File: src/rtl/cpu_trace_buffer_pkg.sv
// cpu_trace_pkg: shared state encoding, trace record layout and index-width helper
package cpu_trace_pkg;
  typedef enum logic [1:0] {IDLE, ARMED, POST, FROZEN} state_t;
  localparam int REC_PC_W = 32;
  localparam int REC_INSTR_W = 32;
  localparam int REC_RA_W = 5;
  localparam int REC_DA_W = 32;
  typedef struct packed {
    logic [REC_PC_W-1:0]    pc;
    logic [REC_INSTR_W-1:0] instr;
    logic [REC_RA_W-1:0]    regw;
    logic [REC_DA_W-1:0]    daddr;
  } trace_rec_t;
  function automatic int clog2(input int n);
    int r = 0;
    for (int v = n - 1; v > 0; v = v >> 1) r++;
    return r;
  endfunction
endpackage

File: src/rtl/cpu_trace_buffer_ram.sv
// trace_ram: single-write, single-registered-read record store (read returns pre-write contents)
module trace_ram #(
  parameter int DEPTH = 16,
  parameter int AW = 4,
  parameter int W = 101
) (
  input  logic          clk,
  input  logic          reset,
  input  logic          we_i,
  input  logic [AW-1:0] waddr_i,
  input  logic [W-1:0]  wdata_i,
  input  logic          re_i,
  input  logic [AW-1:0] raddr_i,
  output logic [W-1:0]  rdata_o
);
  logic [W-1:0] mem_q [DEPTH];
  always_ff @(posedge clk) begin
    if (we_i) mem_q[waddr_i] <= wdata_i;
  end
  always_ff @(posedge clk or posedge reset) begin
    if (reset) rdata_o <= '0;
    else if (re_i) rdata_o <= mem_q[raddr_i];
  end
endmodule

File: src/rtl/cpu_trace_buffer.sv
// cpu_trace_buffer: circular retired-instruction trace with pc trigger, post window and watchdog freeze
module cpu_trace_buffer
  import cpu_trace_pkg::*;
#(
  parameter int PC_W = 32,
  parameter int INSTR_W = 32,
  parameter int RA_W = 5,
  parameter int DA_W = 32,
  parameter int DEPTH = 16,
  parameter int POST_TRIG = 4,
  parameter int CNT_W = 17,
  parameter int MAX_CYCLES = 512
) (
  input  logic                    clk,
  input  logic                    reset,
  input  logic                    arm,
  input  logic                    cap_en,
  input  logic [PC_W-1:0]         pc,
  input  logic [INSTR_W-1:0]      instr,
  input  logic                    reg_wen,
  input  logic [RA_W-1:0]         reg_waddr,
  input  logic [DA_W-1:0]         dm_addr,
  input  logic                    trig_en,
  input  logic [PC_W-1:0]         trig_pc,
  input  logic                    rd_en,
  input  logic [clog2(DEPTH)-1:0] rd_idx,
  output logic                    rd_valid,
  output logic                    rd_err,
  output logic [PC_W-1:0]         rd_pc,
  output logic [INSTR_W-1:0]      rd_instr,
  output logic [RA_W-1:0]         rd_regw,
  output logic [DA_W-1:0]         rd_daddr,
  output logic [CNT_W-1:0]        cycle_cnt,
  output logic [clog2(DEPTH):0]   entries,
  output logic                    triggered,
  output logic                    done,
  output logic                    timeout
);
  localparam int IW = clog2(DEPTH);
  localparam int RW = PC_W + INSTR_W + RA_W + DA_W;
  state_t state_q;
  logic [IW-1:0] wptr_q, post_q, raddr;
  logic [CNT_W-1:0] cnt_q, cnt_inc;
  logic wrapped_q, trig_q, done_q, tmo_q, valid_q, err_q, errh_q;
  logic cap, hit, wd, oob;
  logic [RW-1:0] rdata;
  assign cap = !arm && cap_en && (state_q == ARMED || state_q == POST);
  assign hit = state_q == ARMED && trig_en && pc == trig_pc;
  assign cnt_inc = &cnt_q ? cnt_q : cnt_q + 1'b1;
  assign wd = cnt_inc == CNT_W'(MAX_CYCLES);
  assign entries = wrapped_q ? (IW+1)'(DEPTH) : {1'b0, wptr_q};
  // Once wrapped, the write pointer sits on the oldest record
  assign raddr = (wrapped_q ? wptr_q : {IW{1'b0}}) + rd_idx;
  assign oob = {1'b0, rd_idx} >= entries;
  assign cycle_cnt = cnt_q;
  assign triggered = trig_q;
  assign done = done_q;
  assign timeout = tmo_q;
  assign rd_valid = valid_q;
  assign rd_err = err_q;
  assign {rd_pc, rd_instr, rd_regw, rd_daddr} = errh_q ? {RW{1'b0}} : rdata;
  trace_ram #(.DEPTH(DEPTH), .AW(IW), .W(RW)) u_ram (
    .clk(clk),
    .reset(reset),
    .we_i(cap),
    .waddr_i(wptr_q),
    .wdata_i({pc, instr, reg_wen ? reg_waddr : {RA_W{1'b0}}, dm_addr}),
    .re_i(rd_en),
    .raddr_i(raddr),
    .rdata_o(rdata)
  );
  always_ff @(posedge clk or posedge reset) begin
    if (reset) begin
      state_q <= IDLE;
      wptr_q <= '0;
      post_q <= '0;
      cnt_q <= '0;
      wrapped_q <= 1'b0;
      trig_q <= 1'b0;
      done_q <= 1'b0;
      tmo_q <= 1'b0;
    end else if (arm) begin
      state_q <= ARMED;
      wptr_q <= '0;
      post_q <= '0;
      cnt_q <= '0;
      wrapped_q <= 1'b0;
      trig_q <= 1'b0;
      done_q <= 1'b0;
      tmo_q <= 1'b0;
    end else if (cap) begin
      wptr_q <= wptr_q + 1'b1;
      cnt_q <= cnt_inc;
      if (&wptr_q) wrapped_q <= 1'b1;
      if (hit) begin
        trig_q <= 1'b1;
        post_q <= IW'(POST_TRIG);
      end else if (state_q == POST) post_q <= post_q - 1'b1;
      if (wd) tmo_q <= 1'b1;
      if (wd || (hit && POST_TRIG == 0) || (state_q == POST && post_q == IW'(1))) begin
        state_q <= FROZEN;
        done_q <= 1'b1;
      end else if (hit) state_q <= POST;
    end
  end
  always_ff @(posedge clk or posedge reset) begin
    if (reset) begin
      valid_q <= 1'b0;
      err_q <= 1'b0;
      errh_q <= 1'b0;
    end else begin
      valid_q <= rd_en;
      err_q <= rd_en && oob;
      if (rd_en) errh_q <= oob;
    end
  end
endmodule

File: config.mk
export PLATFORM = sky130hd
export DESIGN_NAME = cpu_trace_buffer
export DESIGN_NICKNAME = d
export VERILOG_FILES = /design/src/rtl/cpu_trace_buffer_pkg.sv /design/src/rtl/cpu_trace_buffer_ram.sv /design/src/rtl/cpu_trace_buffer.sv
export SDC_FILE = /design/constraint.sdc
export NUM_CORES = 2
export LEC_CHECK = 0
export CAP_MARGIN = 20
export CORE_MARGIN = 5
export CORE_UTILIZATION = 30
export DETAILED_ROUTE_END_ITERATION = 10
export SKIP_LAST_GASP = 1
export SYNTH_ARGS = -nofsm -noshare
export SYNTH_HDL_FRONTEND = slang
export SYNTH_HIERARCHICAL = 1
export SYNTH_SLANG_ARGS = --single-unit
export TNS_END_PERCENT = 100
File: constraint.sdc
create_clock -name clk -period 12.85 [get_ports clk]
set_input_delay 2.57 -clock clk [delete_from_list [all_inputs] [get_ports clk]]
set_output_delay 2.57 -clock clk [all_outputs]
set_load 0.005 [all_outputs]
## Yosys cells after proc, flatten, opt, wreduce, memory -nomap -nowiden

Memories as Yosys holds them, arrays and structs flattened. A register that Yosys moved wholly into a read port is not among the register bits.
Index checks and enable logic that the tools add are counted.

- Add/subtract/negate cells: 4
- $lt $le $gt $ge: 1
- Equal/unequal tests: 5
- Multiplexer cells: 31
- Reductions and logical operators: 24

Operators by type and width:

| kind | number |
|---|---|
| 101-bit 2-to-1 mux | 1 |
| 17-bit 2-to-1 mux | 3 |
| 32-bit == test | 1 |
| 4-bit 2-to-1 mux | 7 |
| 17-bit by 1-bit adder with 17-bit output, second input constant | 1 |
| 17-bit by 10-bit == test with 1-bit output, second input constant | 1 |
| 17-bit AND reduction | 1 |
| 1-bit 2-to-1 mux | 14 |
| 2-bit AND reduction | 6 |
| 5-bit 2-to-1 mux | 2 |
| 2-bit nonzero test | 5 |
| 2-bit 2-to-1 mux | 4 |
| 1-bit logical AND | 6 |
| 3-bit nonzero test | 2 |
| 4-bit by 5-bit greater-or-equal comparator with 1-bit output | 1 |
| 4-bit by 1-bit adder with 4-bit output, second input constant | 1 |
| 4-bit adder | 1 |
| 4-bit by 1-bit == test with 1-bit output, second input constant | 1 |
| 4-bit AND reduction | 1 |
| 4-bit by 1-bit subtractor with 4-bit output, second input constant | 1 |
| 2-bit by 1-bit == test with 1-bit output, second input constant | 1 |
| 2-bit == test, second input constant | 1 |
| 1-bit logical OR | 2 |
| 1-bit zero test | 1 |

- Register bits: 34
- RAM bits: 1616
- Bits of input ports: 144
- Output and inout port bits: 128
- Logic and storage cells: 77
- Memories kept: 1

Memory list:

| name | depth | bits a word | rd ports | clocked after memory_dff | wr ports | line | source |
|---|---|---|---|---|---|---|---|
| u_ram.mem_q | 16 | 101 | 1 | 1 | 1 | cpu_trace_buffer_ram.sv:16 | `logic [W-1:0] mem_q [DEPTH];` |

## Longest topological paths before layout

- Depth in word-level cells: 7
- Gate-level depth with buffers: 13
- Depth with buffers taken out: 9

## Cells and area by module

Netlist, hierarchy kept.

Modules (own cells, without submodules):

| module | times used | cells an instance | area each (µm²) |
|---|---|---|---|
| trace_ram | 1 | 2710 | 64961.1 |
| cpu_trace_buffer | 1 | 434 | 3529.6 |

## Least setup slack after synthesis

Ideal clock, no wire load.

- Path kind: input to register
- Start: in arm
- End: mem u_ram.mem_q[0][0], enable pin
- Library setup time: 0.684 ns
- Arrival time: 10.425 ns
- Setup slack: 1.740 ns
- Stages on the path: 5
- Path buffers: 2
- Path through: clkbuf_8 -> clkbuf_1 -> nor2_1 -> or3b_2 -> nor3_1

- Longest elaborated chain between the ends: 5

RTL lines:

| item | line | source |
|---|---|---|
| start: declaration | cpu_trace_buffer.sv:16 | `input logic arm,` |
| 1-bit zero test | cpu_trace_buffer.sv:47 | `assign cap = !arm && cap_en && (state_q == ARMED \|\| state_q == POST);` |
| 1-bit logical AND (2 in series) | cpu_trace_buffer.sv:47 |  |
| named net cap | cpu_trace_buffer.sv:45 | `logic cap, hit, wd, oob;` |
| 1-bit 2-to-1 mux | cpu_trace_buffer_ram.sv:18 | `if (we_i) mem_q[waddr_i] <= wdata_i;` |
| 1-bit 2-to-1 mux (implied by the code) | cpu_trace_buffer_ram.sv:18 |  |
| end: declaration | cpu_trace_buffer_ram.sv:16 |  |

The timed path passes the listed nets, and every way through them passes these cells.

## Worst setup path after layout

- Start: reg errh_q
- End: out rd_instr[7]

- Longest elaborated chain between the ends: 1

RTL lines:

| item | line | source |
|---|---|---|
| start: declaration | cpu_trace_buffer.sv:44 | `logic wrapped_q, trig_q, done_q, tmo_q, valid_q, err_q, errh_q;` |
| start signal: assignment | cpu_trace_buffer.sv:114 | `if (rd_en) errh_q <= oob;` |
| 101-bit 2-to-1 mux | cpu_trace_buffer.sv:61 | `assign {rd_pc, rd_instr, rd_regw, rd_daddr} = errh_q ? {RW{1'b0}} : rdata;` |
| end: declaration | cpu_trace_buffer.sv:30 | `output logic [INSTR_W-1:0] rd_instr,` |

No other way between the ends.

==> results.cfg <==
[min_path]
hold_start = timeout
min_to = timeout
hold_depth = 2
hold_path_class = flip-flop to flip-flop

[sta]
fin_tns_setup_ns = 0
maxSlewHeadroom_pct = 12.9
drv_slew = 0
fin_crit_ns = 6.54
rsz0062_at_grt = no
finalSetupViolations = 0
fin_skew_ns = 0.0213
setup_slack_ns = 6.31
fmax_mhz = 153
worst_pin_slew_ns = 1.31
finalHoldViolCount = 0
post-route-period-util_pct = 50.9

[pwr]
p_leak_uw = 0.0251
ir_drop_v = 0.000126
power-per-cell-area_mw_per_mm2 = 150

[clock_network]
cts_tree = done
clk_pin_slew_ns = 0.06
post_cts_buffers = 0
cts_sinks = 1751
clock_path_buffers = 3
numCtsBuffers = 175
cts-resized-gates = 0
insertion_delay_ns = 0.79
root_buffer = clkbuf_16
htree_levels = 4
cts_hold_buf = 0

[job]
maxCapViolations = 0

[synthesis]
synth_area_sq_mm = 0.0685
synth_top_cell_area_share_pct = 70.9
ys_ff_latch = 1751
syn_nets = 3302
synth_cells = 3144
synthTopCellsByArea = edfxtp_1, mux4_2, dfrtp_1
yosysUniqueCellTypes = 69
synth.avg_cell_area_sq_um = 21.8
ys_warn_count = 6
synth_edf_count = 1616
yosysTopAreaCell = edfxtp_1
synth-main-ff-cell = edfxtp_1
async_flop_share_pct = 7.71
synth-seq-area-share_pct = 75.8

[route]
drtIter0Drc = 2777
firstDrtPassIters = 7
via_per_inst = 5.02
drc = 0
via_count = 33200
postRouteAntennaNets = 0
wl_per_cell_um = 26.4
drt_wl_total_mm = 175

[layout]
final_cell_mix = edfxtp_1, mux4_2, clkdlybuf4s50_1
final_common_cell = edfxtp_1
area_delta_synth_final_pct = 16.5
fin_nets = 3618
drive_above_1_share_pct = 20.8

[floorplanning]
die_h_um = 488
die_w_um = 488
io_pins = 272
core_sq_mm = 0.227
rows = 175
initial_utilization_pct = 30.1
die-area_sq_mm = 0.238

[setup_path]
worstPathRequired_ns = 10.28
reg2regPathDepth = 10
rr_endpoint = u_ram/rdata_o[39]
cp.arrival_ns = 3.97
r2r-start = wptr_q[0]
worstSetupStartpointType = flip-flop
crit_type = flip-flop to output pin
critical_path_peak_fanout = 45
critPathCaptureType = output pin
r2r_setup_slack_ns = 8.10

[status]
run_status = finished, final reports clean

[placement]
dp_hpwl_mm = 85.9
place.gp.congestion = 0.732
place_ws_ns = 5.96
numPortBuffers = 271

[global_route]
grt_overflow = 0
grt_pass1_wl_mm = 249
track_usage_pct = 14.5
grt_max_degree = 126
antenna_found_initial = 32
grt_pass1_vias = 34500
## synth_stat cells (27+ instances only)
library cell and count:
mux4_2 352, nor2_1 143, xnor2_1 38, buf_2 44, clkbuf_1 61, a221oi_1 49, a221oi_2 52, mux4_1 52
dfrtp_1 135, o22ai_1 103, nand2_1 27, mux2i_1 103, nor2b_1 103, edfxtp_1 1616
## final cells by class
type	count	area, sq um
Tap cell	3009	3760
Clock buffer	242	4750
Fill cell	21100	148000
Multi-Input combinational cell	1190	15200
Antenna cell	7	17.5
Inverter	18	80.1
Timing Repair Buffer	324	3340
Clock inverter	81	667
Sequential cell	1751	51900
## metal layers
metal | vias to the layer above | global-route usage, % | part of all wire (%)
met5 | - | 0 | 0.027
met4 | 8 | 2.88 | 1.8
met3 | 235 | 2.78 | 5.9
met2 | 1040 | 23.4 | 48
met1 | 18100 | 20.5 | 44
li1 | 13900 | - | -
## critical path, cell delays in order, from the launching register on
cell and delay, ns:
dfrtp_4 0.64, buf_4 0.66, buf_4 0.73, nor2b_1 0.33, clkdlybuf4s50_1 0.58
## sequential cells by signal, indices dropped and copies added, names as in the netlist
| signal | cells |
|---|---|
| rd_err | 1 |
| wptr_q | 4 |
| done | 1 |
| post_q | 4 |
| triggered | 1 |
| cycle_cnt | 17 |
| wrapped_q | 1 |
| u_ram/rdata_o | 101 |
| timeout | 1 |
| state_q | 2 |
| u_ram/mem_q | 1616 |
| rd_valid | 1 |
| errh_q | 1 |
## per-stage QoR
step / area [sq um] / std cells / util [%] / hold WS [ns] / total power (uW)
after floorplan: 68500 / 3144 / - / 0.489 / 6870
after global placement: 74300 / 6292 / 32.7 / 0.507 / 7230
after detailed placement: 74300 / 6292 / 32.7 / 0.500 / 7240
after CTS: 79800 / 6615 / 35.1 / 0.513 / 12100
after global routing: 79800 / 6617 / 35.1 / 0.549 / 12400
final: 79800 / 6622 / 35.1 / 0.506 / 12000
## worst max path at each step
stage               startpoint                end  slack, ns  depth (start not counted)
floorplan                  arm  u_ram/mem_q[0][0]       1.74                          5
global placement     rd_idx[0]  u_ram/rdata_o[31]       5.95                         10
detailed placement   rd_idx[0]  u_ram/rdata_o[29]       5.96                         10
CTS                     errh_q        rd_instr[7]       6.18                          4
global route            errh_q        rd_instr[7]       6.13                          4
finish                  errh_q        rd_instr[7]       6.31                          4
## power by group
| group | switching, uW | internal (uW) | total, uW |
|---|---|---|---|
| combinational | 422 | 329 | 751 |
| sequential | 46.8 | 6310 | 6360 |
| clock | 2150 | 2700 | 4850 |
## cells by family (layout without fill, tap and decap cells)
| logic type | Yosys count | count (layout) | share of synthesized area (%) |
|---|---|---|---|
| adders and majority gates | 14 | 14 | 0.267 |
| muxes | 508 | 508 | 15.1 |
| AOI/OAI and AO/OA | 248 | 248 | 3.20 |
| DFF | 1751 | 1751 | 75.8 |
| xor gates and xnor gates | 51 | 51 | 0.652 |
| other | 0 | 7 | 0 |
| buffers and inverters | 203 | 665 | 2.18 |
| and+or+nand+nor | 369 | 369 | 2.83 |
(Power assumes the default switching activity.)
